File: config.mk
export PLATFORM = sky130hd
export DESIGN_NAME = noc_packetizer
export DESIGN_NICKNAME = d
export VERILOG_FILES = /design/src/rtl/noc_pkg.sv /design/src/rtl/noc_flit_reg.sv /design/src/rtl/noc_packetizer.sv
export SDC_FILE = /design/constraint.sdc
export NUM_CORES = 1
export LEC_CHECK = 0
export CAP_MARGIN = 20
export CELL_PAD_IN_SITES_DETAIL_PLACEMENT = 0
export CELL_PAD_IN_SITES_GLOBAL_PLACEMENT = 2
export CORE_UTILIZATION = 28
export DETAILED_ROUTE_END_ITERATION = 6
export PLACE_DENSITY_LB_ADDON = 0.1
export SLEW_MARGIN = 0
export SYNTH_ARGS = -nofsm -noshare
export SYNTH_HDL_FRONTEND = slang
export SYNTH_SLANG_ARGS = --single-unit
File: constraint.sdc
create_clock -name clk -period 3.9 [get_ports clk]
set_clock_uncertainty 0.2 [all_clocks]
set_input_delay 0.78 -clock clk [delete_from_list [all_inputs] [get_ports clk]]
set_output_delay 0.78 -clock clk [all_outputs]
set_load 0.1 [all_outputs]
File: src/rtl/noc_pkg.sv
// Shared flit encoding, head-field bit positions and packetizer FSM state type.
package noc_pkg;

  localparam logic [1:0] FLIT_HEAD = 2'b01;
  localparam logic [1:0] FLIT_BODY = 2'b10;
  localparam logic [1:0] FLIT_TAIL = 2'b11;

  localparam int unsigned HEAD_DEST_LSB = 60;
  localparam int unsigned HEAD_SRC_LSB  = 58;
  localparam int unsigned HEAD_LEN_LSB  = 54;
  localparam int unsigned HEAD_SEQ_LSB  = 46;

  localparam int unsigned LEN_W = 4;
  localparam int unsigned SEQ_W = 8;

  typedef enum logic [1:0] {
    ST_IDLE    = 2'd0,
    ST_HEAD    = 2'd1,
    ST_PAYLOAD = 2'd2
  } state_e;

endpackage

File: src/rtl/noc_flit_reg.sv
// One-entry valid/ready output register; loads whenever empty or being drained.
module noc_flit_reg #(
  parameter int unsigned W = 64
) (
  input  logic         clk,
  input  logic         rst,
  input  logic         in_valid_i,
  input  logic [W-1:0] in_data_i,
  input  logic         out_ready_i,
  output logic         out_valid_o,
  output logic [W-1:0] out_data_o,
  output logic         load_en_c
);

  logic         valid_q;
  logic [W-1:0] data_q;

  assign load_en_c   = !valid_q || out_ready_i;
  assign out_valid_o = valid_q;
  assign out_data_o  = data_q;

  always_ff @(posedge clk or negedge rst) begin
    if (!rst) begin
      valid_q <= 1'b0;
      data_q  <= '0;
    end else if (load_en_c) begin
      valid_q <= in_valid_i;
      if (in_valid_i) data_q <= in_data_i;
    end
  end

endmodule

File: src/rtl/noc_packetizer.sv
// Turns a request plus payload beats into HEAD/BODY/TAIL flits for the local router port.
module noc_packetizer
  import noc_pkg::*;
#(
  parameter int unsigned N             = 4,
  parameter int unsigned INDEX         = 0,
  parameter int unsigned DATA_WIDTH    = 64,
  parameter int unsigned TYPE_WIDTH    = 2,
  parameter int unsigned FlitPerPacket = 16,
  localparam int unsigned DEST_W       = (N > 1) ? $clog2(N) : 1,
  localparam int unsigned PL_W         = DATA_WIDTH - TYPE_WIDTH
) (
  input  logic                  clk,
  input  logic                  rst,
  input  logic                  req_valid,
  output logic                  req_ready,
  input  logic [DEST_W-1:0]     req_dest,
  input  logic [LEN_W-1:0]      req_len,
  input  logic [PL_W-1:0]       pl_data,
  input  logic                  pl_valid,
  output logic                  pl_ready,
  output logic [DATA_WIDTH-1:0] flit_data,
  output logic                  flit_valid,
  input  logic                  flit_ready,
  output logic                  busy,
  output logic                  err_len
);

  localparam int unsigned MAX_LEN = FlitPerPacket - 2;

  state_e                  state_q, state_d;
  logic [DEST_W-1:0]       dest_q, dest_d;
  logic [LEN_W-1:0]        len_q, len_d;
  logic [LEN_W-1:0]        cnt_q, cnt_d;
  logic [SEQ_W-1:0]        seq_q, seq_d;
  logic                    err_q, err_d;
  logic                    req_ready_q;
  logic                    load_en;
  logic                    fr_valid;
  logic [DATA_WIDTH-1:0]   fr_data;
  logic [DATA_WIDTH-1:0]   head_flit;
  logic [DEST_W-1:0]       hdr_dest;
  logic [LEN_W-1:0]        hdr_len;
  logic                    len_bad;

  assign req_ready = req_ready_q;
  assign err_len   = err_q;
  assign pl_ready  = (state_q == ST_PAYLOAD) && load_en;
  assign busy      = (state_q != ST_IDLE) || flit_valid;
  assign len_bad   = 32'(req_len) > MAX_LEN;

  // In IDLE the head is built straight from the request so it leaves one cycle after handshake.
  assign hdr_dest = (state_q == ST_IDLE) ? req_dest : dest_q;
  assign hdr_len  = (state_q == ST_IDLE) ? req_len  : len_q;

  always_comb begin
    head_flit = '0;
    head_flit[DATA_WIDTH-1 -: TYPE_WIDTH]  = TYPE_WIDTH'(FLIT_HEAD);
    head_flit[HEAD_DEST_LSB +: DEST_W]     = hdr_dest;
    head_flit[HEAD_SRC_LSB +: DEST_W]      = DEST_W'(INDEX);
    head_flit[HEAD_LEN_LSB +: LEN_W]       = hdr_len;
    head_flit[HEAD_SEQ_LSB +: SEQ_W]       = seq_q;
  end

  always_ff @(posedge clk or negedge rst) begin
    if (!rst) begin
      state_q     <= ST_IDLE;
      dest_q      <= '0;
      len_q       <= '0;
      cnt_q       <= '0;
      seq_q       <= '0;
      err_q       <= 1'b0;
      req_ready_q <= 1'b0;
    end else begin
      state_q     <= state_d;
      dest_q      <= dest_d;
      len_q       <= len_d;
      cnt_q       <= cnt_d;
      seq_q       <= seq_d;
      err_q       <= err_d;
      req_ready_q <= (state_d == ST_IDLE);
    end
  end

  always_comb begin
    state_d  = state_q;
    dest_d   = dest_q;
    len_d    = len_q;
    cnt_d    = cnt_q;
    seq_d    = seq_q;
    err_d    = err_q;
    fr_valid = 1'b0;
    fr_data  = head_flit;
    case (state_q)
      ST_IDLE: begin
        if (req_valid && req_ready_q) begin
          if (len_bad) begin
            err_d = 1'b1;
          end else begin
            dest_d = req_dest;
            len_d  = req_len;
            cnt_d  = req_len;
            // Head goes out immediately when the output register can take it.
            if (load_en) begin
              fr_valid = 1'b1;
              seq_d    = seq_q + SEQ_W'(1);
              state_d  = ST_PAYLOAD;
            end else begin
              state_d  = ST_HEAD;
            end
          end
        end
      end
      ST_HEAD: begin
        if (load_en) begin
          fr_valid = 1'b1;
          seq_d    = seq_q + SEQ_W'(1);
          state_d  = ST_PAYLOAD;
        end
      end
      ST_PAYLOAD: begin
        if (pl_valid && load_en) begin
          fr_valid = 1'b1;
          fr_data  = {TYPE_WIDTH'((cnt_q == '0) ? FLIT_TAIL : FLIT_BODY), pl_data};
          if (cnt_q == '0) state_d = ST_IDLE;
          else             cnt_d   = cnt_q - LEN_W'(1);
        end
      end
      default: state_d = ST_IDLE;
    endcase
  end

  noc_flit_reg #(.W(DATA_WIDTH)) u_flit_reg (
    .clk         (clk),
    .rst         (rst),
    .in_valid_i  (fr_valid),
    .in_data_i   (fr_data),
    .out_ready_i (flit_ready),
    .out_valid_o (flit_valid),
    .out_data_o  (flit_data),
    .load_en_c   (load_en)
  );

endmodule

==> results by group, run 1 <==
Critical path
  • Critical path start-end classification: reg -> out
  • Kind of start point of the critical path: flip-flop
  • Worst EP arrival: about 2.3 ns
  • Data required, critical path: 2.92 ns
  • Maximum net fanout on the critical path: 8
  • Crit path capture type: output port

Timing
  • Unrepaired setup endpoints after global routing: no
  • Final min period: ~3.3 ns
  • Least-Margin Pin Slew: between 1 and 1.5 ns
  • Final hold vios: 0
  • Achievable frequency: ~300 MHz
  • Max-slew violation count: 0
  • Period Utilization, post-route: a little over four fifths
  • Number of failing setup endpoints in the final timing report: 0
  • Final sum of negative setup slack: 0 ns
  • Worst max-slew margin expressed relative to the limit: between 30% and 40%

Layout
  • Fraction of final layout cells with drive strength greater than 1: about 8.2%
  • Post-route cell area: 5690 um^2
  • Number of nets in the final layout: about 610
  • Synthesis-to-layout area growth: 49.95%
  • ANT cells: 0

Synthesis
  • Most common cell in the netlist: sky130_fd_sc_hd__nand2_1
  • Synthesis-stage register bit count: between 80 and 90
  • Number of enable-type register cells in the synthesized netlist: 0
  • Most frequent cells after synthesis: sky130_fd_sc_hd__nand2_1, sky130_fd_sc_hd__dfrtp_1, sky130_fd_sc_hd__o21ai_0, sky130_fd_sc_hd__clkbuf_1, sky130_fd_sc_hd__nand3_1
  • Xor and xnor fraction of the mapped netlist area: under 10%
  • Main combinational cell family by area after synthesis: simple AND/OR/NAND/NOR gates
  • Post-synthesis sequential area ratio: 57.37%
  • Mux contribution to synthesized area: under 10%
  • Post-synth top flop: sky130_fd_sc_hd__dfrtp_1
  • Arithmetic-cell share of the synthesized area counting full adders, half adders and majority gates: less than 1%
  • Post-synthesis async set-or-reset flop share: 100.0%
  • Post-synthesis instance total: slightly below 400
  • Number of warning messages in the yosys log: 0
  • Synth Area in Compound Gates: between 10% and 20%
  • Mapped Avg Cell Area: slightly below 10 um^2
  • Post-synthesis net count: between 400 and 500
  • Total standard cell area after synthesis: around 3800 um^2
  • Top cell type's share of synthesized area: 57.37%
  • Share of synthesized cell area in and, or, nand and nor gates: about a fifth
  • Main area contributors after synthesis: sky130_fd_sc_hd__dfrtp_1, sky130_fd_sc_hd__nand2_1, sky130_fd_sc_hd__o21ai_0, sky130_fd_sc_hd__clkbuf_1, sky130_fd_sc_hd__nand3_1
  • Cell taking the most area after synthesis: sky130_fd_sc_hd__dfrtp_1
  • Distinct cell type count after synthesis: 42

Clocking
  • Number of CTS-inserted buffers: 9
  • Maximum count of clock buffers along a single path: 2
  • Number of clock sinks: a little under 90
  • Post-CTS setup-driven buffer insertion count: 0
  • Clock tree root driver cell: sky130_fd_sc_hd__clkbuf_16
  • Clock insertion delay at the later pin of the skew report: between 0.3 and 0.4 ns
  • Clock-pin slew on the worst setup and hold paths: roughly 0.060 ns
  • CTS tree: done
  • H-tree lvl count: 3
  • Number of cells upsized or downsized after cts: 0
  • Total of hold buffers inserted after clock tree synthesis: 0

Placement
  • Gp weighted congestion: around 0.70
  • Total half-perimeter wirelength after legalization and detailed placement: between 7 and 8 mm
  • Placed cell area: ~5400 um^2
  • Number of buffer cells added on primary ports: 141

Global route
  • Largest net degree at the start of global routing: 46
  • Total Routing Usage GR: ~16%
  • Total gr overflow: 0
  • Number of global-route vias before repair: 3189
  • Global-route wire length before repair: approximately 17 mm
  • Antenna violations before repair: 0

Die
  • Cell Rows: 42
  • Floorplan Core Area: 13240 um^2
  • Boundary Pins: 142
  • Initial core utilization: between 20% and 30%
  • Full die area: approximately 14000 um^2
  • DIE HEIGHT: 118.4 um
  • Die Span X: ~120 um

Drt
  • DRC violation total after the first TritonRoute iteration: between 150 and 200
  • Total Wirelength: 10.62 mm
  • Detailed-route via count: 3292
  • DRC: 0
  • Remaining number of nets flagged by the antenna check after routing: 0
  • Average routed wire per standard cell: 14.95 um
  • DR pass1 iterations: 4
  • Vias per inst: 4.637

Run
  • Number of maximum-capacitance constraint violations: 0

Worst hold path
  • Worst hold path class: in -> async

Status
  • Result of the run: finished clean
==> path summary, 6_finish.rpt <==
path / from / to / slack [ns] / depth (start not counted)
setup / recovery: state_q[1]$_DFF_PN0_ / busy / 0.61 / 2
hold / removal: rst / u_flit_reg.out_data_o[55]$_DFFE_PN0P_ / 0.18 / 1
setup reg to reg: state_q[1]$_DFF_PN0_ / u_flit_reg.out_data_o[52]$_DFFE_PN0P_ / 1.64 / 5
hold reg to reg: seq_q[7]$_DFFE_PN0P_ / seq_q[7]$_DFFE_PN0P_ / 0.27 / 1
max in group asynchronous: rst / u_flit_reg.out_data_o[28]$_DFFE_PN0P_ / 2.58 / 2
min in group clk: seq_q[7]$_DFFE_PN0P_ / seq_q[7]$_DFFE_PN0P_ / 0.27 / 1
==> cells by family (layout without fill, tap and decap cells) <==
logic type / after synthesis / in the layout
XOR/XNOR: 7 / 7
buffers and inverters: 29 / 169
adder cells (fa/ha/maj): 2 / 2
AND/OR/NAND/NOR: 165 / 165
AO/OA/AOI/OAI: 92 / 92
multiplexers: 12 / 12
flip-flops: 87 / 87
==> cell type report <==
cell class,count,area (um^2)
repair buffers,152,1501
well taps,176,220.2
multi-input cells,278,1506
fillers,1338,7552
flip-flops and latches,87,2177
clock buffers,15,277.8
inverters,2,7.507
==> registers in the layout, summed over array words and instances (netlist names) <==
signal                  cells
u_flit_reg.out_data_o      64
seq_q                       8
cnt_q                       4
len_q                       4
dest_q                      2
state_q                     2
err_len                     1
req_ready                   1
u_flit_reg.out_valid_o      1
==> worst max-delay path, stage by stage, from the launching register on <==
cell and delay, ns:
sky130_fd_sc_hd__dfrtp_1 0.48, sky130_fd_sc_hd__or3_2 0.52, sky130_fd_sc_hd__clkdlybuf4s50_1 0.98
==> layer usage <==
metal	track usage [%]	part of all wire (%)	vias up
met5	0	0	-
met4	6.408	1.6	0
met3	4.006	6.5	13
met2	24.08	46	111
met1	20.99	46	1547
li1	-	-	1621
==> through the flow <==
step,instances,setup slack (ns),hold WS [ns],util (%)
after floorplan,394,0.5985,0.2413,-
after global placement,695,0.7520,0.2602,40.87
after detailed placement,695,0.7185,0.2615,40.87
after CTS,710,0.5870,0.1882,42.97
after global routing,710,0.5360,0.1918,42.97
final,710,0.6073,0.1751,42.97
==> layout by cell type (no fill, tap or decap), drive strengths merged, types with 3 or more instances in the layout <==
cell             n
clkbuf          15
a21o             6
nand2b           3
buf             13
nand2          115
nor3             4
mux2i            6
a31oi           10
nand4            5
o211ai           8
mux2             6
xor2             4
nor2            10
a22o             6
xnor2            3
dfrtp           87
nand3           14
or3              3
a21oi            3
clkdlybuf4s50  139
o21ai           54
Power of run 1 is not shown: default switching activity piles up to over one toggle a cycle in this logic, so the estimate is an artifact.
==> run 2: changes to the inputs <==
--- a/config.mk
+++ b/config.mk
@@ -8,7 +8,7 @@
 export CAP_MARGIN = 20
 export CELL_PAD_IN_SITES_DETAIL_PLACEMENT = 0
 export CELL_PAD_IN_SITES_GLOBAL_PLACEMENT = 2
-export CORE_UTILIZATION = 28
+export CORE_UTILIZATION = 23
 export DETAILED_ROUTE_END_ITERATION = 6
 export PLACE_DENSITY_LB_ADDON = 0.1
 export SLEW_MARGIN = 0
==> constraint.sdc (replaced) <==
create_clock -name clk -period 2.8 [get_ports clk]
set_clock_uncertainty 0.2 [all_clocks]
set_input_delay 0.56 -clock clk [delete_from_list [all_inputs] [get_ports clk]]
set_output_delay 0.56 -clock clk [all_outputs]
set_load 0.1 [all_outputs]
==> results by group, run 2 (synthesis results as in run 1) <==
Critical path
  • Crit path capture type: output port (unchanged)
  • Worst EP arrival: 1.60 ns (was 2.31 ns)
  • Category of cells accounting for the largest share of critical-path delay: simple AND/OR/NAND/NOR gates (was buffers and inverters)
  • Start of the worst register-to-register path: state_q[1]$_DFF_PN0_ (unchanged)
  • Worst-case reg-to-reg path depth: 4 (was 5)
  • Critical path destination: busy (unchanged)
  • Data required, critical path: 2.04 ns (was 2.92 ns)
  • Critical path depth in cells: 2 (unchanged)
  • Number of buffer and inverter instances along the worst setup path: 1 (unchanged)
  • Worst path slowest cell: sky130_fd_sc_hd__or3_2 (was sky130_fd_sc_hd__clkdlybuf4s50_1)
  • Cell-by-cell listing of the critical path: or3_2 > buf_4 (was or3_2 > clkdlybuf4s50_1)
  • Maximum net fanout on the critical path: 8 (unchanged)
  • Setup crit start: state_q[1]$_DFF_PN0_ (unchanged)
  • Setup slack, reg-to-reg: 0.54 ns (was 1.64 ns)
  • Critical path start-end classification: reg -> out (unchanged)
  • Slowest cell delay on critical path: 0.53 ns (was 0.98 ns)
  • Kind of start point of the critical path: flip-flop (unchanged)
  • Reg2Reg Capture Point: cnt_q[0]$_DFFE_PN0P_ (was u_flit_reg.out_data_o[52]$_DFFE_PN0P_)

Placement
  • Pre-CTS setup slack: 0.1646 ns (was 0.7185 ns)
  • Gp weighted congestion: 0.7169 (was 0.7045)
  • Number of buffer cells added on primary ports: 141 (unchanged)
  • Number of placed instances with taps included: 736 (was 695)
  • Total half-perimeter wirelength after legalization and detailed placement: 7.890 mm (was 7.302 mm)

Timing
  • Number of failing setup endpoints in the final timing report: 0 (unchanged)
  • Achievable frequency: between 400 and 500 MHz
  • Worst max-slew margin expressed relative to the limit: 55.34% (was 31.78%)
  • Max-slew violation count: 0 (unchanged)
  • Unrepaired setup endpoints after global routing: no (unchanged)
  • Final hold vios: 0 (unchanged)
  • Least-Margin Pin Slew: 0.6700 ns (was 1.020 ns)
  • Final sum of negative setup slack: 0 ns (unchanged)
  • Period Utilization, post-route: about 84%
  • Setup WS post-layout: 0.4425 ns (was 0.6073 ns)
  • Final min period: about 2.4 ns

Clocking
  • Number of cells upsized or downsized after cts: 0 (unchanged)
  • Clock tree root driver cell: sky130_fd_sc_hd__clkbuf_16 (unchanged)
  • CTS tree: done (unchanged)
  • H-tree lvl count: 3 (unchanged)
  • Clock-pin slew on the worst setup and hold paths: 0.06 ns (about the same)
  • Number of CTS-inserted buffers: 9 (unchanged)
  • Number of clock sinks: 87 (unchanged)
  • Post-CTS setup-driven buffer insertion count: 0 (unchanged)
  • Maximum count of clock buffers along a single path: 2 (unchanged)
  • Total of hold buffers inserted after clock tree synthesis: 0 (unchanged)
  • Clock insertion delay at the later pin of the skew report: 0.34 ns (about the same)

Drt
  • Vias per inst: 4.400 (was 4.637)
  • DRC: 0 (unchanged)
  • Detailed-route via count: 3309 (was 3292)
  • Remaining number of nets flagged by the antenna check after routing: 0 (unchanged)
  • Average routed wire per standard cell: 15.49 um (was 14.95 um)
  • DRC violation total after the first TritonRoute iteration: 155 (was 157)
  • Total Wirelength: 11.65 mm (was 10.62 mm)
  • DR pass1 iterations: 4 (unchanged)

Global route
  • Total Routing Usage GR: 14.63% (was 15.67%)
  • Total gr overflow: 0 (unchanged)
  • Global-route track usage on met2: 21.96% (was 24.08%)
  • Antenna violations before repair: 0 (unchanged)
  • Global-route wire length before repair: 18.81 mm (was 17.05 mm)
  • Number of global-route vias before repair: 3441 (was 3189)
  • Routing usage on met1: 19.50% (was 20.99%)
  • Largest net degree at the start of global routing: 49 (was 46)
  • GRT busiest layer: met2 (unchanged)
  • Met3 Use GR: 4.642% (was 4.006%)

Die
  • Initial core utilization: 23.72% (was 28.66%)
  • Cell Rows: 46 (was 42)
  • Die Span X: 130.5 um (was 118.4 um)
  • Floorplan Core Area: 16000 um^2 (was 13240 um^2)
  • Boundary Pins: 142 (unchanged)
  • Full die area: 17020 um^2 (was 14020 um^2)
  • DIE HEIGHT: 130.5 um (was 118.4 um)

Layout
  • Count of fill cells added during filler insertion: 1656 (was 1338)
  • Largest register FFs: 64 (unchanged)
  • Most frequent standard cell in the layout excluding fill and tap cells: sky130_fd_sc_hd__nand2_1 (was sky130_fd_sc_hd__clkdlybuf4s50_1)
  • ANT cells: 0 (unchanged)
  • Final cell count without fillers: 752 (was 710)
  • Synthesis-to-layout area growth: 49.23% (was 49.95%)
  • Number of nets in the final layout: 606 (was 605)
  • Fraction of final layout cells with drive strength greater than 1: 21.83% (was 8.240%)
  • Commonest cells after routing, fill and taps aside: sky130_fd_sc_hd__nand2_1, sky130_fd_sc_hd__dfrtp_1, sky130_fd_sc_hd__buf_4, sky130_fd_sc_hd__clkdlybuf4s50_1, sky130_fd_sc_hd__o21ai_0 (was sky130_fd_sc_hd__clkdlybuf4s50_1, sky130_fd_sc_hd__nand2_1, sky130_fd_sc_hd__dfrtp_1, sky130_fd_sc_hd__o21ai_0, sky130_fd_sc_hd__nand3_1)

Status
  • Result of the run: finished clean (unchanged)

Worst hold path
  • Worst hold path class: in -> async (unchanged)

Run
  • Number of maximum-capacitance constraint violations: 0 (unchanged)
-- run 2: cell types whose count changed in the layout (fill, tap and decap cells not counted) --
cell	delta
sky130_fd_sc_hd__nor2_2	+1
sky130_fd_sc_hd__nor2_1	-1
sky130_fd_sc_hd__buf_4	+65
sky130_fd_sc_hd__clkdlybuf4s50_1	-68
sky130_fd_sc_hd__clkbuf_1	-2
sky130_fd_sc_hd__clkinv_2	+2
sky130_fd_sc_hd__bufinv_16	+1
sky130_fd_sc_hd__buf_12	+4
-- run 2: final cells by class --
type	count	area (um^2)	share of cell area, %
sequential	87	2177	38.44
multi-input combinational	278	1509	26.65
timing repair buffer	153	1389	24.52
clock buffer	13	270.3	4.772
tap	216	270.3	4.772
clock inverter	3	40.04	0.7070
inverter	2	7.507	0.1326
-- run 2: worst register-to-register path, cell delays in order (launching register included) --
cell	delay (ns)
sky130_fd_sc_hd__dfrtp_1	0.47
sky130_fd_sc_hd__nor2_2	0.45
sky130_fd_sc_hd__nand4_1	0.39
sky130_fd_sc_hd__and2_4	0.31
sky130_fd_sc_hd__a221o_1	0.34
-- run 2: metal layers --
metal	vias up	wire, um
met5	-	0
met4	0	180
met3	11	850
met2	97	5337
met1	1578	5283
li1	1623	-
-- run 2: worst min-delay path by stage --
stage | cells after the start | end
after global placement | 1 | seq_q[7]$_DFFE_PN0P_
after floorplan | 0 | cnt_q[0]$_DFFE_PN0P_
after CTS | 1 | u_flit_reg.out_data_o[57]$_DFFE_PN0P_
after detailed placement | 1 | seq_q[7]$_DFFE_PN0P_
final | 1 | u_flit_reg.out_data_o[57]$_DFFE_PN0P_
after global routing | 1 | u_flit_reg.out_data_o[57]$_DFFE_PN0P_
-- run 2: per-stage QoR --
stage                     area (um^2)  util (%)  hold WS (ns)
after floorplan                  3797         -       0.06441
after global placement           5353     33.45        0.2604
after detailed placement         5353     33.45        0.2759
after CTS                        5663     35.39       0.07857
after global routing             5663     35.39       0.09550
final                            5663     35.39       0.04878
Power of run 2 is left out for the same reason.
==> patch 1, RTL diff (flow settings as in run 2) <==
The package constant `LEN_W` goes from 4 to 8.
--- a/src/rtl/noc_pkg.sv
+++ b/src/rtl/noc_pkg.sv
@@ -11,5 +11,5 @@
   localparam int unsigned HEAD_SEQ_LSB  = 46;
 
-  localparam int unsigned LEN_W = 4;
+  localparam int unsigned LEN_W = 8;
   localparam int unsigned SEQ_W = 8;
 
Ports: changed (resized req_len); port bits go from 142 to 146. The function was not compared with the original's and may differ.
==> patch 1 against run 2 <==
- synthesized area increased by 7.7%
- the run now ends with negative hold slack left
- design area is 7.7% higher
- synthesized cell count is 9.9% higher
- via count rose by 7.8%
- setup slack lost 0.057 ns
- routed wire length increased by 4.9%
- highest routed layer unchanged
- count of clock-buffer cells in the layout stayed put
- sequential cell count rose by 6
- critical endpoint is now pl_ready
Power is left out: the tool's default activity adds up to more than one toggle a clock period on the data nets, which glitch-free logic cannot reach.
==> patch 1: results (changes against run 2) <==
stage,metric,value,unit,change
final_layout,number of diodes,0,,unchanged
placement,dpl hpwl,8168,microns,+3.5%
synthesis,synth unique cells,40,,-4.8%
critical_path,largest fanout on the critical path,12,,+4
global_routing,first-pass GRT wire length,19860,microns,+5.6%
clock_network,root buffer cell,clkbuf_16,,
clock_network,clock-pin slew on the worst setup and hold paths,0.06,ns,about the same
critical_path,FF-to-FF setup slack,0.43,ns,-0.11 ns
sta,Tcrit/Tclk final,86.22,%,+2.0 points
synthesis,syn avg cell area,9.437,sq um,-2.0%
detailed_routing,WL/cell,15.13,microns,-2.4%
sta,Worst-Margin Slew,0.5364,ns,-0.1335 ns
critical_path,worst path arrival time,1.65,ns,+0.05 ns
clock_network,Skew-Pair Late Insertion Delay,0.34,ns,about the same
final_layout,Filler cells,1773,,+7.1%
final_layout,Nets,657,,+8.4%
synthesis,syn_nets,512,,+9.2%
synthesis,asr flop ratio synth,100.0,%,unchanged
placement,pre-CTS setup slack,0.08789,ns,-0.07673 ns
final_layout,final core occ,35.27,%,-0.12 points
detailed_routing,drt first-iter violations,218,,+41%
placement,# placed instances,792,,+7.6%
outcome,status,"finished, violations left",,
critical_path,FF-to-FF path depth,8,,+4
clock_network,H-Tree Depth,3,,unchanged
global_routing,initial antenna violation count,0,,unchanged
global_routing,vias in the first global route,3660,,+6.4%
clock_network,setup bufs post-CTS,0,,unchanged
global_routing,Total GRT Usage,14.27,%,-0.35 points
placement,final RePlAce weighted congestion,0.7451,,+3.9%
outcome,failing checks,negative hold slack,,
final_layout,max FFs per register,64,,unchanged
critical_path,reg2reg end,cnt_q[0],,
placement,buffers added on ports,143,,+1.4%
placement,DP Area,0.005756,sq mm,+7.5%
final_layout,share of post-route cells with drive strength above 1,21.96,%,+0.13 points
sta,final number of hold-violating endpoints,7,,+7
sta,Final Hold Slack,-0.01172,ns,-0.06051 ns
detailed_routing,routed wire length,12220,microns,+4.9%
synthesis,Synth top cells by count,"nand2_1 (126), dfrtp_1 (93), o21ai_0 (55), a21oi_1 (22), nor2_1 (21)",,
clock_network,number of CTS-inserted buffers,9,,unchanged
synthesis,register area share after synthesis,56.95,%,-0.42 points
clock_network,post_cts resized,0,,unchanged
critical_path,r2r startpoint,cnt_q[0],,
synthesis,top-area cell type share of the netlist area,56.95,%,-0.42 points
detailed_routing,DR pass1 iterations,4,,unchanged
global_routing,largest net degree at the start of global routing,66,,+35%
detailed_routing,Vias/cell,4.413,,+0.30%
synthesis,largest cells by area after synthesis,"dfrtp_1 (57%), nand2_1 (12%), o21ai_0 (6.7%)",,
min_path,HP Class,input port to async pin,,
## patch 1: cell count changes in the layout (fill, tap and decap cells not counted), moves of 9 or more
| cell | before | now |
|---|---|---|
| nand2_1 | 115 | 126 |
| nor2_1 | 7 | 20 |
| a31oi_1 | 10 | 0 |
| nand3_1 | 13 | 4 |
| o21ai_1 | 0 | 15 |
| a21oi_1 | 3 | 22 |
## patch 1: worst max-delay path by stage
stage                                 startpoint                         to  depth (start not counted)
after floorplan           u_flit_reg.out_valid_o                   pl_ready                          2
after global placement                req_len[7]  u_flit_reg.out_data_o[47]                          7
after detailed placement              req_len[7]  u_flit_reg.out_data_o[54]                          8
after CTS                             state_q[1]                   pl_ready                          3
after global routing                  state_q[1]                   pl_ready                          3
final                                 state_q[1]                   pl_ready                          3
## patch 1: cell families after synthesis
kind of cell	after synthesis	share of synthesized area, %
DFF	93	56.95
AOI/OAI and AO/OA	105	13.99
and+or+nand+nor	184	20.39
xor gates and xnor gates	7	1.500
muxes	11	3.031
buffers and inverters	31	3.521
adders and majority gates	2	0.6123
## patch 1: routing by layer
layer,share of wire (%),up-vias,GRT usage [%]
met5,0,-,0
met3,6.5,7,4.676
met2,46,90,22.14
li1,-,1752,-
met1,46,1717,18.59
met4,1.1,0,4.869
## patch 1: final cells by class
type,instances,area share [%]
flip-flops and latches,93,38.15
multi-input cells,309,26.62
repair buffers,162,24.77
well taps,225,4.614
clock buffers,13,4.594
clock inverters,3,1.066
inverters,3,0.1846
## patch 1: critical path: stages (launching register included)
cell and delay (ns):
dfrtp_1 0.54, nand2b_1 0.34, nor2_2 0.23, buf_12 0.19
==> patch 2, RTL diff (config.mk and constraints of run 2) <==
Without the edit above. Put one more register stage on the output `err_len`, without a reset. The value now appears one clock later. The other outputs are not delayed to match.
--- a/src/rtl/noc_packetizer.sv
+++ b/src/rtl/noc_packetizer.sv
@@ -45,5 +45,7 @@
 
   assign req_ready = req_ready_q;
-  assign err_len   = err_q;
+  always_ff @(posedge clk) begin
+    err_len <= err_q;
+  end
   assign pl_ready  = (state_q == ST_PAYLOAD) && load_en;
   assign busy      = (state_q != ST_IDLE) || flit_valid;
Function: changed (a bounded check fails within 4 cycles, from zero or initial values and one cycle with rst low).
==> patch 2 against run 2 <==
- hold slack lost 0.046 ns
- sequential share of layout area rose by 0.65 points
- cell count shrank 0.13%
- fmax up 1.0%
- synthesized area rose by 0.53%
- routed wire length increased by 3.2%
- setup slack better by 0.024 ns
- sequential cell count rose by 1
- design area fell by 0.75%
- critical path type is now input port to output pin
- largest cell class unchanged
Power is not shown: default switching activity piles up to over one toggle a cycle in this logic, so the estimate is an artifact.
==> patch 2: results (changes against run 2) <==
stage,metric,value,unit,change
detailed_routing,DR pass1 iterations,4,,unchanged
global_routing,vias in the first global route,3544,,+3.0%
placement,pre-CTS setup slack,0.1392,ns,-0.02537 ns
global_routing,Total GRT Usage,14.96,%,+0.33 points
clock_network,post_cts resized,0,,unchanged
outcome,status,completed,,
synthesis,register area share after synthesis,57.59,%,+0.22 points
detailed_routing,post-route ant nets,0,,unchanged
synthesis,asr flop ratio synth,98.86,%,-1.1 points
synthesis,syn avg cell area,9.658,sq um,+0.27%
placement,final RePlAce weighted congestion,0.7166,,about the same
critical_path,r2r startpoint,cnt_q[0],,
placement,buffers added on ports,141,,unchanged
placement,# placed instances,736,,unchanged
clock_network,Max Buffers Root-to-Sink,2,,unchanged
final_layout,Post-Layout Cell Count,751,,-0.13%
critical_path,reg2reg end,cnt_q[0],,
synthesis,syn_nets,470,,+0.21%
placement,DP Area,0.005353,sq mm,unchanged
final_layout,Nets,606,,unchanged
synthesis,synth unique cells,43,,+2.4%
synthesis,Yosys warning count,0,,unchanged
min_path,HP Class,input port to async pin,,
global_routing,largest net degree at the start of global routing,52,,+6.1%
global_routing,first-pass GRT wire length,19260,microns,+2.4%
critical_path,FF-to-FF path depth,6,,+2
critical_path,worst path arrival time,1.57,ns,-0.03 ns
detailed_routing,WL/cell,16.00,microns,+3.3%
sta,Final Hold Slack,0.002350,ns,-0.04643 ns
final_layout,number of diodes,0,,unchanged
clock_network,clock-pin slew on the worst setup and hold paths,0.06,ns,about the same
synthesis,predominant post-synthesis flop cell,dfrtp_1,,
synthesis,Synth top cells by count,"nand2_1 (115), dfrtp_1 (87), o21ai_0 (54), clkbuf_1 (22), nand3_1 (14)",,
final_layout,share of post-route cells with drive strength above 1,20.93,%,-0.89 points
detailed_routing,Via Count,3362,,+1.6%
placement,dpl hpwl,8122,microns,+2.9%
critical_path,largest fanout on the critical path,4,,-4
clock_network,setup bufs post-CTS,0,,unchanged
synthesis,largest cells by area after synthesis,"dfrtp_1 (57%), nand2_1 (11%), o21ai_0 (7.1%)",,
sta,Worst-Margin Slew,0.5755,ns,-0.09444 ns
clock_network,Skew-Pair Late Insertion Delay,0.34,ns,about the same
[patch 2: per-layer routing]
| metal | routed length [microns] | GRT usage, % | vias to the layer above |
|---|---|---|---|
| met2 | 5807 | 23.81 | 85 |
| met5 | 0 | 0 | - |
| met3 | 789 | 4.235 | 12 |
| li1 | - | - | 1622 |
| met4 | 204 | 6.288 | 0 |
| met1 | 5215 | 19.01 | 1643 |
[patch 2: kinds of logic (layout without fill, tap and decap cells)]
logic type	Yosys count	after routing	share of synthesized area (%)
mux	12	12	3.345
fa+ha+maj	2	2	0.6558
simple gates	165	165	19.12
compound gates	92	92	14.46
buf+inv	29	169	3.214
flops	88	88	57.59
xor+xnor	7	7	1.607
[patch 2: how the worst max path moves through the flow]
stage | from | to | slack (ns)
3_5_place_dp | flit_ready | u_flit_reg.out_data_o[9] | 0.14
4_1_cts | flit_ready | pl_ready | 0.43
2_1_floorplan | u_flit_reg.out_valid_o | pl_ready | 0.17
3_3_place_gp | req_len[0] | u_flit_reg.out_data_o[25] | 0.19
5_1_grt | flit_ready | u_flit_reg.out_data_o[41] | 0.37
6_report | flit_ready | pl_ready | 0.47
[patch 2: worst max-delay path, stage by stage]
cell             delay [ns]
clkdlybuf4s50_1        0.42
nor2b_1                0.31
nor2_2                 0.10
buf_12                 0.18
[patch 2: layout make-up]
class                      count  area [sq um]
fill                        1666         10440
clock buffer                  15         267.8
inverter                       2         7.507
multi-input combinational    278          1509
timing repair buffer         152          1369
sequential                    88          2197
tap                          216         270.3
